**src/rtl/mem_access_if.sv**
```systemverilog
// Data-bus bundle between the memory stage and the data memory.
// The master side issues the request; the slave side returns read data
// and the completion strobe.
interface mem_access_if;
  logic        mem_req;
  logic        mem_we;
  logic [3:0]  mem_be;
  logic [31:0] mem_addr;
  logic [31:0] mem_wdata;
  logic [31:0] mem_rdata;
  logic        mem_ack;

  modport master (
    output mem_req,
    output mem_we,
    output mem_be,
    output mem_addr,
    output mem_wdata,
    input  mem_rdata,
    input  mem_ack
  );

  modport slave (
    input  mem_req,
    input  mem_we,
    input  mem_be,
    input  mem_addr,
    input  mem_wdata,
    output mem_rdata,
    output mem_ack
  );
endinterface

```
**src/rtl/mem_access.sv**
```systemverilog
// Memory stage of the pipeline plus the MEM/WB register.
// Decodes load/store opcodes, drives a req/ack data bus, stalls the
// upstream stages while an access is outstanding, and places byte/half
// lanes for stores and extracts/extends them for loads.
// Optional feature: define MEM_ALIGN_CHECK_EN to flag misaligned word and
// halfword accesses (no bus request, addr_exc raised with the W outputs).
module mem_access (
  input  logic         clk,
  input  logic         rst,
  input  logic [31:0]  instrM,
  input  logic [31:0]  ALUOutM,
  input  logic [31:0]  WriteDataM,
  input  logic [31:0]  pcplusM,
  mem_access_if.master bus,
  output logic         stallM,
  output logic [31:0]  instrW,
  output logic [31:0]  ALUOutW,
  output logic [31:0]  ReadDataW,
  output logic [31:0]  pcplusW
`ifdef MEM_ALIGN_CHECK_EN
  ,
  output logic         addr_exc
`endif
);

  localparam logic [31:0] PCPLUS_RST = 32'h0000_3008;

  typedef enum logic {
    S_IDLE = 1'b0,
    S_WAIT = 1'b1
  } state_t;

  typedef enum logic [1:0] {
    SZ_BYTE = 2'd0,
    SZ_HALF = 2'd1,
    SZ_WORD = 2'd2
  } size_t;

  // Byte-enable pattern for a store of the given size at the given offset.
  function automatic logic [3:0] lane_be(input size_t sz, input logic [1:0] off);
    logic [3:0] be;
    case (sz)
      SZ_WORD: be = 4'b1111;
      SZ_HALF: be = off[1] ? 4'b1100 : 4'b0011;
      default: be = 4'b0001 << off;
    endcase
    return be;
  endfunction

  // Replicate the store datum across every lane it may land in, so the
  // byte enables alone pick the target lane.
  function automatic logic [31:0] store_lanes(input size_t sz, input logic [31:0] wd);
    logic [31:0] v;
    case (sz)
      SZ_WORD: v = wd;
      SZ_HALF: v = {2{wd[15:0]}};
      default: v = {4{wd[7:0]}};
    endcase
    return v;
  endfunction

  // Select the addressed lane of the read word and sign- or zero-extend it.
  function automatic logic [31:0] load_extract(input size_t       sz,
                                               input logic        sgn,
                                               input logic [1:0]  off,
                                               input logic [31:0] rd);
    logic signed [7:0]  b_s;
    logic signed [15:0] h_s;
    logic [31:0]        v;
    b_s = rd[{off, 3'b000} +: 8];
    h_s = off[1] ? rd[31:16] : rd[15:0];
    case (sz)
      SZ_WORD: v = rd;
      SZ_HALF: v = sgn ? {{16{h_s[15]}}, h_s} : {16'h0000, h_s};
      default: v = sgn ? {{24{b_s[7]}}, b_s} : {24'h00_0000, b_s};
    endcase
    return v;
  endfunction

  state_t      state_q, state_d;
  logic        is_load, is_store, is_mem, is_signed;
  size_t       acc_size;
  logic [1:0]  addr_off;
  logic        misaligned;
  logic        access;
  logic        req_c, stall_c, ack_v;

  logic [31:0] instrW_q, ALUOutW_q, ReadDataW_q, pcplusW_q;

  assign addr_off = ALUOutM[1:0];

  // Opcode decode: access direction, width and signedness.
  always_comb begin
    is_load   = 1'b0;
    is_store  = 1'b0;
    is_signed = 1'b0;
    acc_size  = SZ_WORD;
    case (instrM[31:26])
      6'h23: begin is_load = 1'b1;  acc_size = SZ_WORD;                   end
      6'h21: begin is_load = 1'b1;  acc_size = SZ_HALF; is_signed = 1'b1; end
      6'h25: begin is_load = 1'b1;  acc_size = SZ_HALF;                   end
      6'h20: begin is_load = 1'b1;  acc_size = SZ_BYTE; is_signed = 1'b1; end
      6'h24: begin is_load = 1'b1;  acc_size = SZ_BYTE;                   end
      6'h2B: begin is_store = 1'b1; acc_size = SZ_WORD;                   end
      6'h29: begin is_store = 1'b1; acc_size = SZ_HALF;                   end
      6'h28: begin is_store = 1'b1; acc_size = SZ_BYTE;                   end
      default: ;
    endcase
  end

  assign is_mem = is_load | is_store;

`ifdef MEM_ALIGN_CHECK_EN
  // Word accesses need both low address bits clear, halfwords bit 0 clear.
  always_comb begin
    misaligned = 1'b0;
    case (acc_size)
      SZ_WORD: misaligned = is_mem & (addr_off != 2'b00);
      SZ_HALF: misaligned = is_mem & addr_off[0];
      default: misaligned = 1'b0;
    endcase
  end
`else
  assign misaligned = 1'b0;
`endif

  assign access = is_mem & ~misaligned;

  // FSM state register.
  always_ff @(posedge clk) begin
    if (rst) state_q <= S_IDLE;
    else     state_q <= state_d;
  end

  // Next state, bus request and stall; reset suppresses any request so an
  // abandoned access never reaches the bus again.
  always_comb begin
    state_d = state_q;
    req_c   = 1'b0;
    stall_c = 1'b0;
    case (state_q)
      S_IDLE: begin
        if (access) begin
          req_c = 1'b1;
          if (!bus.mem_ack) begin
            stall_c = 1'b1;
            state_d = S_WAIT;
          end
        end
      end
      S_WAIT: begin
        req_c = 1'b1;
        if (bus.mem_ack) state_d = S_IDLE;
        else             stall_c = 1'b1;
      end
      default: state_d = S_IDLE;
    endcase
    if (rst) begin
      req_c   = 1'b0;
      stall_c = 1'b0;
      state_d = S_IDLE;
    end
  end

  assign ack_v = req_c & bus.mem_ack;

  // Bus request fields; held at zero whenever no request is being made.
  always_comb begin
    bus.mem_req   = req_c;
    bus.mem_we    = 1'b0;
    bus.mem_be    = 4'b0000;
    bus.mem_addr  = 32'h0000_0000;
    bus.mem_wdata = 32'h0000_0000;
    if (req_c) begin
      bus.mem_addr = {ALUOutM[31:2], 2'b00};
      bus.mem_we   = is_store;
      if (is_store) begin
        bus.mem_be    = lane_be(acc_size, addr_off);
        bus.mem_wdata = store_lanes(acc_size, WriteDataM);
      end else begin
        bus.mem_be    = 4'b1111;
      end
    end
  end

  assign stallM = stall_c;

  // MEM/WB register: bubble while stalled, otherwise capture the stage.
  always_ff @(posedge clk) begin
    if (rst) begin
      instrW_q    <= 32'h0000_0000;
      ALUOutW_q   <= 32'h0000_0000;
      ReadDataW_q <= 32'h0000_0000;
      pcplusW_q   <= PCPLUS_RST;
    end else if (stall_c) begin
      instrW_q    <= 32'h0000_0000;
      ALUOutW_q   <= ALUOutM;
      ReadDataW_q <= 32'h0000_0000;
      pcplusW_q   <= pcplusM;
    end else begin
      instrW_q    <= instrM;
      ALUOutW_q   <= ALUOutM;
      ReadDataW_q <= (is_load && ack_v)
                     ? load_extract(acc_size, is_signed, addr_off, bus.mem_rdata)
                     : 32'h0000_0000;
      pcplusW_q   <= pcplusM;
    end
  end

  assign instrW    = instrW_q;
  assign ALUOutW   = ALUOutW_q;
  assign ReadDataW = ReadDataW_q;
  assign pcplusW   = pcplusW_q;

`ifdef MEM_ALIGN_CHECK_EN
  logic addr_exc_q;

  // Misalignment flag travels with the instruction into the W stage.
  always_ff @(posedge clk) begin
    if (rst)          addr_exc_q <= 1'b0;
    else if (stall_c) addr_exc_q <= 1'b0;
    else              addr_exc_q <= misaligned;
  end

  assign addr_exc = addr_exc_q;
`endif

endmodule

```
**src/flat_wrapper.sv**
```systemverilog
// flat-port wrapper written by rule: the top's interface ports become plain ports
module mem_access_flat 
  (clk, rst, instrM, ALUOutM, WriteDataM, pcplusM, stallM, instrW, ALUOutW, ReadDataW, pcplusW, bus_mem_req, bus_mem_we, bus_mem_be, bus_mem_addr, bus_mem_wdata, bus_mem_rdata, bus_mem_ack);
  mem_access_if bus_i ();
  input  logic clk;
  input  logic rst;
  input  logic [31:0] instrM;
  input  logic [31:0] ALUOutM;
  input  logic [31:0] WriteDataM;
  input  logic [31:0] pcplusM;
  output logic stallM;
  output logic [31:0] instrW;
  output logic [31:0] ALUOutW;
  output logic [31:0] ReadDataW;
  output logic [31:0] pcplusW;
  output wire logic [$bits(bus_i.mem_req)-1:0] bus_mem_req;
  output wire logic [$bits(bus_i.mem_we)-1:0] bus_mem_we;
  output wire logic [$bits(bus_i.mem_be)-1:0] bus_mem_be;
  output wire logic [$bits(bus_i.mem_addr)-1:0] bus_mem_addr;
  output wire logic [$bits(bus_i.mem_wdata)-1:0] bus_mem_wdata;
  input wire logic [$bits(bus_i.mem_rdata)-1:0] bus_mem_rdata;
  input wire logic [$bits(bus_i.mem_ack)-1:0] bus_mem_ack;
  assign bus_mem_req = bus_i.mem_req;
  assign bus_mem_we = bus_i.mem_we;
  assign bus_mem_be = bus_i.mem_be;
  assign bus_mem_addr = bus_i.mem_addr;
  assign bus_mem_wdata = bus_i.mem_wdata;
  assign bus_i.mem_rdata = bus_mem_rdata;
  assign bus_i.mem_ack = bus_mem_ack;
  mem_access u_core (.clk(clk), .rst(rst), .instrM(instrM), .ALUOutM(ALUOutM), .WriteDataM(WriteDataM), .pcplusM(pcplusM), .bus(bus_i), .stallM(stallM), .instrW(instrW), .ALUOutW(ALUOutW), .ReadDataW(ReadDataW), .pcplusW(pcplusW));
endmodule
```
**config.mk**
```make
export PLATFORM = sky130hd
export DESIGN_NAME = mem_access_flat
export DESIGN_NICKNAME = d
export VERILOG_FILES = /design/src/rtl/mem_access_if.sv /design/src/rtl/mem_access.sv /design/src/flat_wrapper.sv
export SDC_FILE = /design/constraint.sdc
export NUM_CORES = 1
export LEC_CHECK = 0
export ABC_AREA = 1
export ABC_CLOCK_PERIOD_IN_PS = 1250
export CAP_MARGIN = 20
export CORE_AREA = 2 2 141 143
export DETAILED_ROUTE_END_ITERATION = 16
export DIE_AREA = 0 0 143 145
export GPL_TIMING_DRIVEN = 0
export HOLD_SLACK_MARGIN = 0.05
export PLACE_DENSITY = 0.68
export RECOVER_POWER = 50
export REMOVE_ABC_BUFFERS = 1
export SKIP_LAST_GASP = 1
export SLEW_MARGIN = 0
export SYNTH_ARGS = -nofsm -noshare
export SYNTH_HDL_FRONTEND = slang
export SYNTH_SLANG_ARGS = --single-unit
```
**constraint.sdc**
```tcl
create_clock -name clk -period 1.25 [get_ports clk]
set_input_delay 0.1875 -clock clk [delete_from_list [all_inputs] [get_ports clk]]
set_output_delay 0.1875 -clock clk [all_outputs]
set_load 0.02 [all_outputs]
```
==> results.toml, run 1 <==
[outcome]
outcome = "finished with violations"
violations = "negative setup slack"

[timing]
finalSetupViolCount = 92
slew_headroom_pct = 53.80
timing.final.ws_setup_ps = -558.9
layout_min_cycle_time_ps = 1809
rsz0062_at_grt = "yes"
max_freq_mhz = 552.8
hold_slack_ps = 87.65
finalHoldViolCount = 0
finalMaxSlewViolations = 0
worst_slew_pin_slew_ps = 693.0
clock-skew-final_ps = 6.765
fin_crit_sh_pct = 144.7

[setup_path]
crit_fanout = 8
cp_data_required_time_ps = 1060
endpoint_kind = "output pin"
crit_top_cell = "buf_6"
criticalPathCategory = "primary input to output pin"
reg2reg_slack_ps = 20
worstPathArrival_ps = 1620
worst_path_max_delay_cell = "o21ai_0"
start_kind = "primary input"
crit_chain = "buf_2, inv_2, nor2_8, buf_6, buf_12, nand3_4, clkinv_8, buf_8, o21ai_0, nor2_4, buf_6"
slowest_delay_ps = 290

[logic_synthesis]
synth_seq_cells = 129
synth_cells = 768
netlist_area_um2 = 5376
avgSynthCellArea_um2 = 7.001
synth_cell_types = 30
yosys-top-cells-area = "dfxtp_1, nor2_1, nand2_1"
yosysWarnings = 0
synth.top_cell.area_share_pct = 48.03
synth-seq-area-share_pct = 48.03
synth_area_leader_cell = "dfxtp_1"

[place]
io_buffers = 359
hpwl_mm = 15.13
dp_cells = 1357
place.gp.congestion = 0.8498
postPlaceCellArea_um2 = 9084

[global_routing]
grt_pass1_wl_mm = 35.62
grt-ovfl-total = 0
use_met1_pct = 23.55
grt_start_max_net_pins = 36
grt_pass1_vias = 6258
grt_use_met3_pct = 7.954
top_usage_layer = "met2"
use_met2_pct = 41.63
antenna_found_initial = 1
track_usage_pct = 22.62

[floorplan]
io_pins = 362
coreArea_um2 = 19210
die_area_um2 = 20740
rows = 51
start_util_pct = 27.99
die_x_um = 143
die_y_um = 145

[route]
vias = 6357
drc = 0
routed_wl_mm = 24.23
vias_per_cell = 4.345
firstDrtPassIters = 4
first_iter_violations = 289
wl_per_cell_um = 16.56
ant_nets = 0

[clock_network]
cts-root-buf = "clkbuf_16"
cts_tree = "built"
cts_sinks = 129
clk_pin_slew_worst_paths_ps = 60
htree_levels = 4
insertion_delay_ps = 410
numCtsBuffers = 17
clockBufferDepth = 2

[power]
ir_drop_mv = 0.8852
leakagePower_nw = 5.037
power_density_nw_per_um2 = 1067

[layout]
stdcell_area_um2 = 10820
n_fill_cell = 1796
final_core_util_pct = 56.31
seq_area_um2 = 2584
drive_above_1_share_pct = 29.66
fin_nets = 1347
multiInputGateArea_um2 = 2694
syn2layout_area_growth_pct = 101.2
fin_cells = 1463

[min_path]
holdCritPathClass = "primary input to register"

[run]
drv_cap = 0
[cell usage in the layout, fill, tap and decap left out, types with 4 or more instances in the layout]
master,netlist,routed
nor2_2,0,9
a21oi_1,27,22
nand3_4,1,4
clkbuf_2,0,26
buf_4,6,57
a21boi_0,7,7
or2_2,5,5
nand2_1,135,129
clkinv_8,0,4
buf_12,0,11
clkbuf_16,0,18
buf_6,10,55
clkdlybuf4s15_1,0,30
buf_8,0,4
nand2_4,1,6
clkbuf_1,13,35
o21ai_0,55,47
nand3_1,9,6
clkdlybuf4s15_2,0,35
clkinvlp_4,0,6
nor2_1,202,141
inv_2,2,6
dlygate4sd3_1,0,31
nand2_2,3,4
nand2_8,0,6
inv_6,0,6
clkdlybuf4s50_1,0,122
buf_2,9,9
inv_1,134,126
inv_8,0,4
o21ai_1,0,7
dfxtp_1,129,128
nor2_4,2,54
[path summary, 6_finish.rpt]
kind | depth (start not counted) | endpoint | startpoint
worst max-delay path | 11 | bus_mem_wdata[8] | instrM[31]
worst min-delay path | 3 | u_core.instrW[28]$_SDFF_PP0_ | instrM[28]
worst max register to register | 7 | u_core.instrW[18]$_SDFF_PP0_ | u_core.state_q$_DFF_P_
worst min register to register | 6 | u_core.instrW[21]$_SDFF_PP0_ | u_core.state_q$_DFF_P_
[final cells by class]
class / count / share of cell area [%]
diodes: 1 / 0.02314
clock inverters: 15 / 1.515
well taps: 265 / 3.066
multi-input cells: 470 / 24.91
inverters: 139 / 5.345
flip-flops and latches: 129 / 23.89
repair inverters: 6 / 0.9718
repair buffers: 421 / 36.35
clock buffers: 17 / 3.933
[state kept, by name (all words and copies together), names as in the netlist]
signal            cells
u_core.ReadDataW     32
u_core.ALUOutW       32
u_core.state_q        1
u_core.pcplusW       32
u_core.instrW        32
[what timing repair did]
item	4_1_cts	5_1_grt
pin swaps	34	22
hold buffers	1	0
gates cloned	13	1
resized for setup	848	142
endpoints found under the setup margin	263	193
buffers inserted	43	15
endpoints found under the hold margin	1	0
[cell families after synthesis]
kind of cell,count (synthesis),share of synthesized area (%)
simple gates,368,28.09
other cells,1,0.06975
flops,129,48.03
compound gates,93,9.286
buf+inv,177,14.52
[metrics by stage]
stage | setup TNS (ps) | worst slack (ps) | total power, mW
floorplan | -25740 | -421.7 | 5.179
global placement | -459910 | -3256 | 6.328
detailed placement | -193890 | -2217 | 6.354
CTS | -36080 | -578.3 | 11.63
global route | -43850 | -610.2 | 11.99
finish | -35170 | -558.9 | 11.54
[cell usage after synthesis]
| library cell | count |
|---|---|
| inv_2 | 2 |
| clkinv_4 | 1 |
| dfxtp_1 | 129 |
| a21oi_1 | 27 |
| inv_4 | 1 |
| nor3_1 | 2 |
| o21ai_4 | 1 |
| nand2_2 | 3 |
| nand3_4 | 1 |
| nor2_1 | 202 |
| buf_2 | 9 |
| nand2_4 | 1 |
| conb_1 | 1 |
| o211ai_1 | 1 |
| nand2_1 | 135 |
| nand4_1 | 3 |
| nor2_8 | 2 |
| a31oi_1 | 1 |
| inv_1 | 134 |
| nand3_2 | 3 |
| a21boi_0 | 7 |
| nor2_4 | 2 |
| buf_6 | 10 |
| buf_4 | 6 |
| clkinv_1 | 1 |
| o22ai_1 | 1 |
| nand3_1 | 9 |
| o21ai_0 | 55 |
| or2_2 | 5 |
| clkbuf_1 | 13 |
[routing by layer]
| metal | vias to the layer above | part of all wire [%] | routed length, µm |
|---|---|---|---|
| met5 | - | 0 | 0 |
| met2 | 278 | 52 | 12640 |
| met4 | 0 | 2.3 | 551 |
| li1 | 3123 | - | - |
| met1 | 2917 | 37 | 8948 |
| met3 | 39 | 8.6 | 2087 |
[critical path: cells and delay by family]
| kind | cells | cell delay, ps |
|---|---|---|
| AOI/OAI and AO/OA | 1 | 290 |
| and+or+nand+nor | 3 | 310 |
| buffers and inverters | 7 | 820 |
[power breakdown]
part,internal (mW),leakage (nW),switching (mW)
registers,4.29,1.07,0.0458
clock network,2.84,0.286,2.18
logic,1.00,3.68,1.18
total,8.14,5.04,3.41
Note: power is estimated with default switching activity, not from simulation.
==> run 2: changes to the inputs <==
- ABC_CLOCK_PERIOD_IN_PS: 1250 -> 1650
- clock period: 1.25 -> 1.65 ns (I/O delays scaled with it)
==> results.toml, run 2 (synthesized netlist as in run 1, its figures left out) <==
[outcome]
outcome = "finished with violations"
violations = "negative setup slack"

[setup_path]
r2r_cells = 6
reg2reg_from = "u_core.state_q$_DFF_P_"
crit_chain = "inv_2, nand2_4, nor2_4, nor2_8, buf_12, buf_12, inv_12, nor2_4, buf_6"
r2r_end = "u_core.instrW[4]$_SDFF_PP0_"
endpoint_kind = "output pin"
criticalPathCategory = "register to output pin"
cp_data_required_time_ps = 1400
slowest_delay_ps = 320
crit_fanout = 5
start_kind = "register"
worstPathArrival_ps = 1600
reg2reg_slack_ps = 120
worst_path_max_delay_cell = "dfxtp_2"
path_buf_inv = 5
cpLargestDelayFamily = "buffers and inverters"

[timing]
clock-skew-final_ps = 8.995
worst_slew_pin_slew_ps = 822.7
slew_headroom_pct = 44.94
rsz0062_at_grt = "yes"
max_freq_mhz = 541.1
finalMaxSlewViolations = 0
fin_crit_sh_pct = 112.0
finalSetupViolCount = 69
finalHoldViolCount = 0
layout_min_cycle_time_ps = 1848
fin_setup_tns_ps = -11600
timing.final.ws_setup_ps = -198.0

[floorplan]
coreArea_um2 = 19210
io_pins = 362
die_area_um2 = 20740
rows = 51
die_y_um = 145
die_x_um = 143
start_util_pct = 27.99

[min_path]
holdCritPathClass = "primary input to register"
hold_depth = 3
whs_endpoint = "u_core.instrW[30]$_SDFF_PP0_"
worstHoldStart = "instrM[30]"

[route]
vias = 6255
drc = 0
ant_nets = 0
first_iter_violations = 232
vias_per_cell = 4.335
firstDrtPassIters = 4
routed_wl_mm = 23.36
wl_per_cell_um = 16.19

[global_routing]
grt_start_max_net_pins = 36
track_usage_pct = 22.17
antenna_found_initial = 0
grt-ovfl-total = 0
grt_pass1_wl_mm = 35.05
grt_pass1_vias = 6166

[place]
place.gp.congestion = 0.8498
dp_cells = 1357
io_buffers = 359
postPlaceCellArea_um2 = 9084
hpwl_mm = 15.13

[layout]
seq_area_um2 = 2584
syn2layout_area_growth_pct = 101.5
final_core_util_pct = 56.41
drive_above_1_share_pct = 23.26
fin_nets = 1328
stdcell_area_um2 = 10830
fin_cells = 1443
final_cell_mix = "clkdlybuf4s50_1, nor2_1, nand2_1"
antennaDiodeCount = 0
n_fill_cell = 1792
multiInputGateArea_um2 = 2628
layout_commonest_cell = "clkdlybuf4s50_1"

[run]
drv_cap = 0

[power]
leakagePower_nw = 4.909
power_density_nw_per_um2 = 809.4
ir_drop_mv = 0.6539

[clock_network]
clk_pin_slew_worst_paths_ps = 70
cts_tree = "built"
clockBufferDepth = 2
insertion_delay_ps = 410
cts_hold_buf = 0
htree_levels = 4
cts-root-buf = "clkbuf_16"
numCtsBuffers = 17
cts_sinks = 129
[run 2: changes by cell type in the layout (fill, tap and decap cells not counted), moves of 5 or more]
cell,before,now
buf_4,57,44
clkbuf_1,35,13
clkbuf_2,26,3
clkdlybuf4s15_1,30,1
clkdlybuf4s15_2,35,1
clkdlybuf4s50_1,122,232
dlygate4sd2_1,1,6
[run 2: how the worst max path moves through the flow]
stage | from | endpoint | slack (ps) | cells past startpoint
after CTS | u_core.state_q$_DFF_P_ | bus_mem_wdata[5] | -240 | 8
after floorplan | instrM[31] | bus_mem_be[1] | -140 | 7
after global routing | u_core.state_q$_DFF_P_ | bus_mem_wdata[5] | -280 | 8
after global placement | rst | u_core.ReadDataW[1]$_SDFF_PP0_ | -2920 | 4
final | u_core.state_q$_DFF_P_ | bus_mem_addr[16] | -200 | 9
after detailed placement | instrM[28] | bus_mem_be[0] | -1940 | 8
[run 2: per-stage QoR]
step | hold WS (ps) | total power, mW | worst slack, ps
4_1_cts | 89.80 | 8.844 | -237.2
3_5_place_dp | 771.9 | 4.814 | -1937
2_1_floorplan | 318.7 | 3.923 | -141.7
3_3_place_gp | 769.1 | 4.794 | -2916
5_1_grt | 81.76 | 9.121 | -277.5
6_report | 74.50 | 8.769 | -198.0
[run 2: layout make-up]
type                            instances  share of cell area [%]
Clock inverter                         15                   1.513
Sequential cell                       129                   23.85
Multi-Input combinational cell        468                   24.25
Clock buffer                           17                   3.927
Timing Repair Buffer                  404                   36.98
Inverter                              139                   5.336
Tap cell                              265                   3.060
Timing Repair inverter                  6                   1.086
[run 2: tightest hold or removal path, delay by kind of cell]
kind	cells	cell delay, ps
AND/OR/NAND/NOR	1	40
buffers and inverters	2	160
[run 2: report_power, final]
part / internal [mW] / switching [mW] / leakage [nW] / total [mW]
logic: 0.820 / 0.866 / 3.56 / 1.69
registers: 3.25 / 0.0338 / 1.07 / 3.28
clock network: 2.15 / 1.65 / 0.286 / 3.80
[run 2: per-layer routing]
layer  GRT usage (%)  vias up  share of wire, %
li1                -     3078                 -
met1           22.84     2885                36
met2           41.53      257                53
met3           7.822       35               9.1
met4           6.386        0               1.7
met5               0        -                 0
[run 2: timing repair]
action	CTS	global route
pin swaps	30	19
endpoints found under the setup margin	141	107
gates resized for setup	565	75
buffers inserted	38	6
cloned	11	0
==> run 3: changes to the inputs <==
- CELL_PAD_IN_SITES_DETAIL_PLACEMENT: unset -> 1
- CELL_PAD_IN_SITES_GLOBAL_PLACEMENT: unset -> 1
- CORE_AREA: 2 2 141 143 -> unset
- CORE_MARGIN: unset -> 1
- CORE_UTILIZATION: unset -> 21
- DIE_AREA: 0 0 143 145 -> unset
- MAX_ROUTING_LAYER: unset -> met4
- PLACE_DENSITY: 0.68 -> unset
- PLACE_DENSITY_LB_ADDON: unset -> 0.1
- TNS_END_PERCENT: unset -> 30
==> results.toml, run 3 (synthesized netlist as in run 1, its figures left out) <==
[global_routing]
use_met2_pct = 34.49
track_usage_pct = 20.50
grt-ovfl-total = 0
grt_start_max_net_pins = 38
grt_pass1_wl_mm = 38.79
use_met1_pct = 24.12
grt_use_met3_pct = 6.078
grt_pass1_vias = 6225
top_usage_layer = "met2"
antenna_found_initial = 3

[floorplan]
start_util_pct = 21.35
die_y_um = 162.0
io_pins = 362
rows = 58
die_x_um = 162.0
coreArea_um2 = 25180
die_area_um2 = 26250

[clock_network]
cts-root-buf = "clkbuf_16"
clockBufferDepth = 2
clk_pin_slew_worst_paths_ps = 60
cts_sinks = 129
cts_hold_buf = 0
htree_levels = 4
insertion_delay_ps = 420
numCtsBuffers = 17
cts_tree = "built"

[route]
first_iter_violations = 174
vias_per_cell = 4.108
firstDrtPassIters = 4
wl_per_cell_um = 17.40
routed_wl_mm = 26.26
ant_nets = 0
vias = 6199
drc = 0

[setup_path]
r2r_cells = 7
endpoint_kind = "output pin"
cp_data_required_time_ps = 1400
crit_top_cell = "buf_12"
start_kind = "primary input"
worstPathArrival_ps = 1560
crit_chain = "buf_2, nor2_8, buf_12, buf_12, nand3_4, buf_12, clkinv_8, o211ai_1, nor2_4, buf_6"
slowest_delay_ps = 190
cpLargestDelayFamily = "buffers and inverters"
criticalPathCategory = "primary input to output pin"
worst_path_max_delay_cell = "nor2_8"
crit_cells = 10
path_buf_inv = 6
crit_fanout = 12

[timing]
hold_slack_ps = 82.24
clock-skew-final_ps = 5.973
rsz0062_at_grt = "yes"
worst_slew_pin_slew_ps = 883.9
max_freq_mhz = 552.0
finalSetupViolCount = 72
slew_headroom_pct = 40.85
finalMaxSlewViolations = 0
fin_crit_sh_pct = 109.8
finalHoldViolCount = 0
layout_min_cycle_time_ps = 1812
timing.final.ws_setup_ps = -161.6

[power]
leakagePower_nw = 4.886
netSwitchingPower_mw = 2.583
power_density_nw_per_um2 = 818.3
swShare_pct = 29.28
p_seq_share_pct = 37.2
clock_power_share_pct = 43.5
p_comb_share_pct = 19.2
p_total_mw = 8.823
ir_drop_mv = 0.4628
intPower_mw = 6.240

[layout]
n_fill_cell = 2990
stdcell_area_um2 = 10780
final_cell_mix = "clkdlybuf4s50_1, nor2_1, nand2_1"
syn2layout_area_growth_pct = 100.6
fin_nets = 1326
layout_commonest_cell = "clkdlybuf4s50_1"
drive_above_1_share_pct = 22.36

[min_path]
hold_depth = 3
holdCritPathClass = "primary input to register"

[run]
drv_cap = 0

[place]
postPlaceCellArea_um2 = 9183
place.gp.congestion = 0.7609
io_buffers = 359
hpwl_mm = 18.04
pre_cts_ws_ps = -1972

[outcome]
violations = "negative setup slack"
outcome = "finished with violations"
run 3: power by group through the flow:
stage | Combinational, mW | Sequential, mW | Clock [mW]
after floorplan | 0.391 | 3.53 | 0
after global placement | 1.48 | 3.35 | 0
after detailed placement | 1.50 | 3.36 | 0
after CTS | 1.66 | 3.29 | 3.96
after global routing | 1.84 | 3.29 | 4.10
final | 1.70 | 3.29 | 3.84
run 3: worst register-to-register path: stages (launching register included):
cell and delay (ps):
dfxtp_2 320, inv_2 40, nand2_4 60, nor2_4 50, buf_4 130, buf_4 130
o21ai_4 670, nor2_1 100
run 3: area by class of cell:
type                       count  area (µm²)  share of cell area (%)
clock inverter                15       163.9                   1.520
tap                          330       412.9                   3.829
multi-input combinational    468        2487                   23.07
timing repair inverter         6       100.1                  0.9283
inverter                     139       573.1                   5.314
antenna                        3       7.507                 0.06962
timing repair buffer         402        4029                   37.36
sequential                   129        2584                   23.96
clock buffer                  17       425.4                   3.945
run 3: worst paths after layout:
kind	startpoint	end	slack, ps
max	instrM[30]	bus_mem_wdata[14]	-160
min	instrM[31]	u_core.instrW[31]$_SDFF_PP0_	80
max reg2reg	u_core.state_q$_DFF_P_	u_core.instrW[29]$_SDFF_PP0_	0
min reg2reg	u_core.state_q$_DFF_P_	u_core.state_q$_DFF_P_	970
run 3: metal layers:
layer  vias up  share of wire [%]
met1      2904                 43
met2       215                 50
li1       3070                  -
met4         0               0.40
met5         -                  0
met3        10                6.6
run 3: stage by stage:
| stage | instances | util, % | TNS (ps) |
|---|---|---|---|
| global route | 1509 | 42.82 | -17870 |
| detailed placement | 1422 | 36.47 | -148290 |
| global placement | 1420 | 36.28 | -438630 |
| CTS | 1493 | 41.39 | -14100 |
| floorplan | 731 | - | -686.7 |
| finish | 1509 | 42.82 | -8291 |
run 3: what timing repair did:
item	4_1_cts	5_1_grt
resized for setup	505	68
pin swaps	17	10
buffers inserted	28	13
endpoints found under the setup margin	150	165
cloned	11	0
